File: src/rtl/jtpopeye_pkg.sv
// Shared definitions for the Popeye sprite DMA.
//   dma_st_e    : DMA sequencer states
//   DMA_LEN_DEF : default bytes per vertical-blank transfer
//   OBJ_AW      : object RAM / DMA offset address width
package jtpopeye_pkg;

  typedef enum logic [2:0] {
    ST_IDLE,
    ST_REQ,
    ST_XFER,
    ST_FLUSH,
    ST_REL
  } dma_st_e;

  localparam int DMA_LEN_DEF = 640;
  localparam int OBJ_AW      = 10;

endpackage

File: src/rtl/jtpopeye_dma.sv
// Sprite DMA: on each VB rising edge, request the Z80 bus, copy LEN bytes
// from the upper 1 KB of main RAM into object RAM, then release the bus.
// Ports:
//   clk, rst_n (async, active low), cen (CPU clock enable)
//   VB        : vertical blank level
//   busrq_n   : Z80 bus request (out)    busak_n : Z80 bus acknowledge (in)
//   dma_cs    : selects AD_DMA on the main RAM address mux
//   AD_DMA    : main RAM byte offset     DD_DMA  : main RAM data, 1-cen latency
//   obj_addr, obj_din, obj_we : object RAM write port, obj_we is a 1-clk pulse
//   busy      : trigger accepted and bus not yet released
module jtpopeye_dma
  import jtpopeye_pkg::*;
#(
  parameter int LEN = DMA_LEN_DEF,
  parameter int AW  = OBJ_AW
) (
  input  logic          clk,
  input  logic          rst_n,
  input  logic          cen,
  input  logic          VB,
  output logic          busrq_n,
  input  logic          busak_n,
  output logic          dma_cs,
  output logic [AW-1:0] AD_DMA,
  input  logic [7:0]    DD_DMA,
  output logic [AW-1:0] obj_addr,
  output logic [7:0]    obj_din,
  output logic          obj_we,
  output logic          busy
);

  localparam logic [AW-1:0] LAST = AW'(LEN - 1);

  dma_st_e       r_st;
  logic          r_vbl;
  logic          r_busrq_n, r_cs, r_we, r_busy;
  logic [AW-1:0] r_ad;       // doubles as the transfer counter
  logic [AW-1:0] r_rd_addr;
  logic          r_rd_vld;
  logic [AW-1:0] r_oaddr;
  logic [7:0]    r_odin;
  // While the bus is lost, DD_DMA stops tracking the staged read, so the
  // byte it carried on the first paused cen is kept here and written on
  // resume. The read of the held address is re-latched by the RAM on that
  // same resume cen, so no byte is skipped or duplicated.
  logic          r_held;
  logic [7:0]    r_hdat;

  logic          w_trig;
  assign w_trig = VB & ~r_vbl;

  always_ff @(posedge clk or negedge rst_n) begin
    if (!rst_n) begin
      r_st      <= ST_IDLE;
      r_vbl     <= 1'b0;
      r_busrq_n <= 1'b1;
      r_cs      <= 1'b0;
      r_we      <= 1'b0;
      r_busy    <= 1'b0;
      r_ad      <= '0;
      r_rd_addr <= '0;
      r_rd_vld  <= 1'b0;
      r_oaddr   <= '0;
      r_odin    <= 8'h00;
      r_held    <= 1'b0;
      r_hdat    <= 8'h00;
    end else begin
      r_we <= 1'b0;  // single clk strobe
      if (cen) begin
        r_vbl <= VB;
        case (r_st)
          ST_IDLE: if (w_trig) begin
            r_busrq_n <= 1'b0;
            r_busy    <= 1'b1;
            r_st      <= ST_REQ;
          end
          ST_REQ: if (!busak_n) begin
            r_cs     <= 1'b1;
            r_ad     <= '0;
            r_rd_vld <= 1'b0;
            r_held   <= 1'b0;
            r_st     <= ST_XFER;
          end
          ST_XFER, ST_FLUSH: begin
            if (busak_n) begin
              if (!r_held) begin
                r_held <= 1'b1;
                r_hdat <= DD_DMA;
              end
            end else begin
              r_held <= 1'b0;
              if (r_rd_vld) begin
                r_we    <= 1'b1;
                r_oaddr <= r_rd_addr;
                r_odin  <= r_held ? r_hdat : DD_DMA;
              end
              if (r_st == ST_XFER) begin
                r_rd_vld  <= 1'b1;
                r_rd_addr <= r_ad;
                if (r_ad == LAST) r_st <= ST_FLUSH;
                else              r_ad <= r_ad + 1'b1;
              end else begin
                r_rd_vld <= 1'b0;
                r_st     <= ST_REL;
              end
            end
          end
          ST_REL: begin
            r_cs      <= 1'b0;
            r_busrq_n <= 1'b1;
            r_busy    <= 1'b0;
            r_ad      <= '0;
            r_st      <= ST_IDLE;
          end
          default: r_st <= ST_IDLE;
        endcase
      end
    end
  end

  assign busrq_n  = r_busrq_n;
  assign dma_cs   = r_cs;
  assign AD_DMA   = r_ad;
  assign obj_addr = r_oaddr;
  assign obj_din  = r_odin;
  assign obj_we   = r_we;
  assign busy     = r_busy;

endmodule

File: config.mk
export PLATFORM = sky130hd
export DESIGN_NAME = jtpopeye_dma
export DESIGN_NICKNAME = d
export VERILOG_FILES = /design/src/rtl/jtpopeye_pkg.sv /design/src/rtl/jtpopeye_dma.sv
export SDC_FILE = /design/constraint.sdc
export NUM_CORES = 1
export LEC_CHECK = 0
export CAP_MARGIN = 30
export CORE_ASPECT_RATIO = 1.5
export CORE_MARGIN = 2
export CORE_UTILIZATION = 45
export CTS_CLUSTER_DIAMETER = 100
export DETAILED_ROUTE_END_ITERATION = 8
export PLACE_DENSITY = 0.74
export SLEW_MARGIN = 20
export SYNTH_ARGS = -nofsm -noshare
export SYNTH_HDL_FRONTEND = slang
export SYNTH_SLANG_ARGS = --single-unit
export TNS_END_PERCENT = 1
File: constraint.sdc
create_clock -name clk -period 2 [get_ports clk]
set_clock_uncertainty 0.2 [all_clocks]
set_input_delay 0.4 -clock clk [delete_from_list [all_inputs] [get_ports clk]]
set_output_delay 0.4 -clock clk [all_outputs]
set_load 0.01 [all_outputs]
======== After elaboration in Yosys (flattened, before gate mapping) ========
Cells that the tools add are included.
storage, ports and cells
  bits in registers ....................... 56
  memories ................................ 0
  memory bits (writable) .................. 0
  logic and storage cells ................. 71
  ROM bits ................................ 0
  output and inout port bits .............. 32
  latch bits .............................. 0
cells by class
  mux-type cells .......................... 28
  order comparisons ....................... 0
  bitwise gates (word level) .............. 3
  reduce and logical (&&, ||, !) cells .... 15
  eq/ne operators ......................... 11
  shift-type cells ........................ 0
  add/sub/neg operators ................... 1
  multiply operators ...................... 0
  divide/modulo/power cells ............... 0
operator list
  cell                     number
  $mux W10                 4
  $pmux W10 S3             1
  $mux W3                  5
  $reduce_and A3 Y1        4
  $reduce_and A4 Y1        3
  $mux W1                  11
  $add A10 B1 Y10 const B  1
  $eq A10 B10 Y1 const B   1
  $ne A2 B2 Y1 const B     5
  $pmux W1 S2              5
  $pmux W3 S3              1
  $mux W8                  1
  $eq A3 B2 Y1 const B     2
  $reduce_and A6 Y1        1
  $reduce_bool A2 Y1       3
  $reduce_and A5 Y1        1
  $eq A3 B1 Y1 const B     1
  $eq A3 B3 Y1 const B     1
  $logic_not A3 Y1         1
  $ne A3 B3 Y1 const B     1
  $reduce_bool A3 Y1       1
  $not A1 Y1               2
  $reduce_or A2 Y1         1
  $and A1 B1 Y1            1

======== Logic depth before layout (Yosys ltp) ========
  depth in word-level cells ............... 5
  mapped depth ............................ 6
  depth with buffers taken out ............ 5

======== Worst setup path before layout ========
Ideal clock, no wire load.
  kind .................................... flip-flop to flip-flop
  from .................................... register r_ad[0] (netlist: AD_DMA[0])
  to ...................................... register r_ad[6] (netlist: AD_DMA[6])
  buffers on the path ..................... 1
  slack ................................... 0.132 ns
  cell stages (with the launch flop) ...... 7
  setup time .............................. 0.126 ns
  clock period less this slack ............ 1.868 ns
  arrival time ............................ 1.542 ns
  cell sequence ........................... dfrtp_1 > ha_1 > and3_1 > buf_2 > nand4_1 > nand2b_4 > a221o_1
between the ends
  word-level cells in the longest chain between the ends .. 5
ends and longest elaborated chain
  what                    line                 source
  from (decl)             jtpopeye_dma.sv:37   logic [AW-1:0] r_ad;
  from (signal assigned)  jtpopeye_dma.sv:101  else r_ad <= r_ad + 1'b1;
  $add A10 B1 Y10         jtpopeye_dma.sv:101
  $mux W10                jtpopeye_dma.sv:100  if (r_ad == LAST) r_st <= ST_FLUSH;
  $mux W10                jtpopeye_dma.sv:97   if (r_st == ST_XFER) begin
  $mux W10                jtpopeye_dma.sv:85   if (busak_n) begin
  $pmux W10 S3            jtpopeye_dma.sv:71   case (r_st)
Several ways; a longest one is shown, not always the timed one. The select of a mux whose other input is x is not followed.
A chain may end at the register's enable or synchronous reset.

======== Final worst setup path ========
  from .................................... register r_ad[8] (netlist: AD_DMA[8])
  to ...................................... output AD_DMA[8]
RTL lines
  what       line                source
  to (decl)  jtpopeye_dma.sv:24  output logic [AW-1:0] AD_DMA,
No word-level cell between the ends.

==> out/results.txt <==
number of CTS-inserted buffers = 5
warnings from Yosys = 0
top achievable clock speed = 0.522 GHz
layout cells sized above 1 = 25.7%
top post-synthesis cells by count = dfrtp_1, nand2_1, o21ai_0
nets@finish = 283
CTS tree = yes
routability cong. = 0.844
Synth cell types = 51
setup repair after global routing missed its margin = false
Non-Filler Instances = 339
H-tree depth = 2
Iteration-0 DRC Markers = 84
Cell Area, Placed = 0.00320 mm^2
Yosys top cell by area = dfrtp_1
vias in the first global route = 1814
worst path required time = 1.40 ns
crit-path leading delay family = buffers and inverters
total routed wirelength = 5.07 mm
Core Region = 0.00549 mm^2
most common cell in the netlist = dfrtp_1
Critical Path Source Type = flop
Skew-Pair Late Insertion Delay = 0.30 ns
number of synthesized flops with an enable pin = 0
relative slew slack = 71.9%
antenna violations before repair = 0
crit path max-delay cell type = clkdlybuf4s50_1
Clock Sinks = 56
# setup viols final = 0
HPWL Detailed = 3.64 mm
Vias = 1817
Syn Nets = 224
port bufs = 44
Worst Path Buf+Inv = 1
largest cells by area after synthesis = dfrtp_1, mux2_2, mux2_4, mux2_1, mux2i_1
Max Buffers Root-to-Sink = 2
status = finished clean
Post-Syn Area = 0.00259 mm^2
fin util = 61.2%
worst-path cell chain = clkdlybuf4s50_1
Slew @ Worst Pin = 0.422 ns
met2 GRT Util = 26.8%
full die area = 0.00639 mm^2
Detail Route Antenna Nets = 0
Critical Path AT = 1.32 ns
Final period util = 95.8%
Async SR Flop Fraction = 100%
total power = 4.19 mW
global-route wire length before repair = 8.75 mm
ANT cells = 0
Synth top area share = 53.2%
post-route design area = 0.00336 mm^2
Max Cap Violations = 0
Fin. Hold Viols = 0
syn_area_per_cell = 12.3 um^2
peak supply drop = 0.639 mV
Net Sw Frac = 30.4%
Ports = 45
All-Layer GR Usage = 17.4%
Die H = 96.9 um
Slew Viols, Final = 0
Setup TNS = 0 ns
Rows = 33
critical path class = reg -> out
Cells after Synth = 210
Placed Instances = 331
Comb pwr share = 36.7%
Die W = 65.9 um
sequential power share = 43.2%
Via density = 5.36
delay of the slowest critical-path stage = 0.57 ns
PD cells = 1250 mW/mm^2
Clk network pwr share = 20.1%
fin crit period = 1.92 ns
area grow syn2layout = 29.8%
largest net degree at the start of global routing = 41
Synth Register Bits = 56
Hold Path Class = reg -> reg
crit end category = primary output
Filler cells = 434
Clock Tree Root = clkbuf_8
drt drc = 0
crit-path max FO = 6
GRT overflow = 0
drt wl/cell = 15.0 um
grt met1 use = 25.1%
Sw Pwr = 1.27 mW
ys flop type = dfrtp_1
leakage = 1.51 nW
Pint = 2.92 mW
register area share after synthesis = 54.2%
met3 Use GR = 2.67%
CTS clk-pin slew, worst paths = 0.09 ns
total setup buffers inserted after CTS = 0
GRT Max-Usage Layer = met2
starting density of the core = 47.1%
Pre-antenna DRT Iters = 4
==> per-layer routing <==
metal	part of all wire, %	up-vias	wire, um
met2	49	41	2510
li1	-	879	-
met3	3.5	7	177
met5	0	-	0
met4	1.8	0	91
met1	45	890	2300
==> per-stage QoR <==
step,hold slack (ns),setup slack (ns)
final,0.287,0.0842
after global routing,0.316,0.0158
after CTS,0.293,0.00315
after detailed placement,0.157,-0.264
after global placement,0.147,-0.231
after floorplan,-0.0956,0.132
==> sequential cells by signal (all words and copies together), names as in the netlist <==
name,count
AD_DMA,10
obj_addr,10
r_rd_addr,10
obj_din,8
r_hdat,8
r_st,3
busrq_n,1
busy,1
dma_cs,1
obj_we,1
r_held,1
r_rd_vld,1
r_vbl,1
==> cell usage in the layout, fill, tap and decap left out, types with 3 or more instances in the layout <==
master and n:
o221ai_2 3, dfrtp_1 48, inv_1 7, nand3_1 7
mux2i_1 8, and3_1 3, buf_4 15, clkbuf_8 5
clkdlybuf4s50_1 41, nand4_1 3, nor3_1 4, mux2_4 8
nand2_1 16, dfrtp_2 7, mux2_2 11, mux2_1 10
o21ai_0 16, a21oi_1 6, nor2_1 5
==> final timing paths <==
kind | start | endpoint | slack [ns] | depth (start not counted)
worst max-delay path | AD_DMA[8] | AD_DMA[8] | 0.08 | 1
worst min-delay path | obj_din[6] | obj_din[6] | 0.29 | 2
worst max register to register | AD_DMA[0] | AD_DMA[6] | 0.14 | 5
worst min register to register | obj_din[6] | obj_din[6] | 0.29 | 2
max in group asynchronous | rst_n | busrq_n | 0.64 | 3
min in group asynchronous | rst_n | r_rd_addr[9] | 0.35 | 2
==> kinds of logic (layout without fill, tap and decap cells) <==
| logic type | after synthesis | after routing | synth area share, % |
|---|---|---|---|
| compound gates | 38 | 38 | 10.1 |
| xor+xnor | 1 | 1 | 0.338 |
| fa+ha+maj | 1 | 1 | 0.483 |
| buf+inv | 18 | 77 | 3.24 |
| flops | 56 | 56 | 54.2 |
| mux | 37 | 37 | 16.9 |
| simple gates | 59 | 59 | 14.8 |
==> final cells by class <==
class,instances,area [um^2],share of cell area [%]
well taps,70,87.6,2.61
clock inverters,2,60.1,1.79
repair buffers,62,594,17.7
multi-input cells,136,1110,33.0
inverters,8,30.0,0.894
clock buffers,5,68.8,2.05
flip-flops and latches,56,1410,42.0
==> worst register-to-register path: cells and delay by family (launching register included) <==
family	cells	cell delay [ns]
and+or+nand+nor	3	0.58
DFF	1	0.39
AOI/OAI and AO/OA	1	0.35
adders and majority gates	1	0.22
==> timing repair <==
action | CTS | global route
gates resized for setup | 1 | 11
endpoints found under the setup margin | 1 | 20
endpoints found under the hold margin | 16 | 0
hold buffers | 1 | 0
pin swaps | 0 | 1
cloned | 0 | 0
==> power groups by stage <==
stage               clock network, mW  registers, mW  logic (mW)
floorplan                           0           1.85       0.789
global placement                    0           1.81        1.51
detailed placement                  0           1.82        1.55
CTS                             0.873           1.81        1.55
global route                    0.915           1.86        1.69
finish                          0.842           1.81        1.54
No activity file was read; power rests on OpenSTA's default activity.
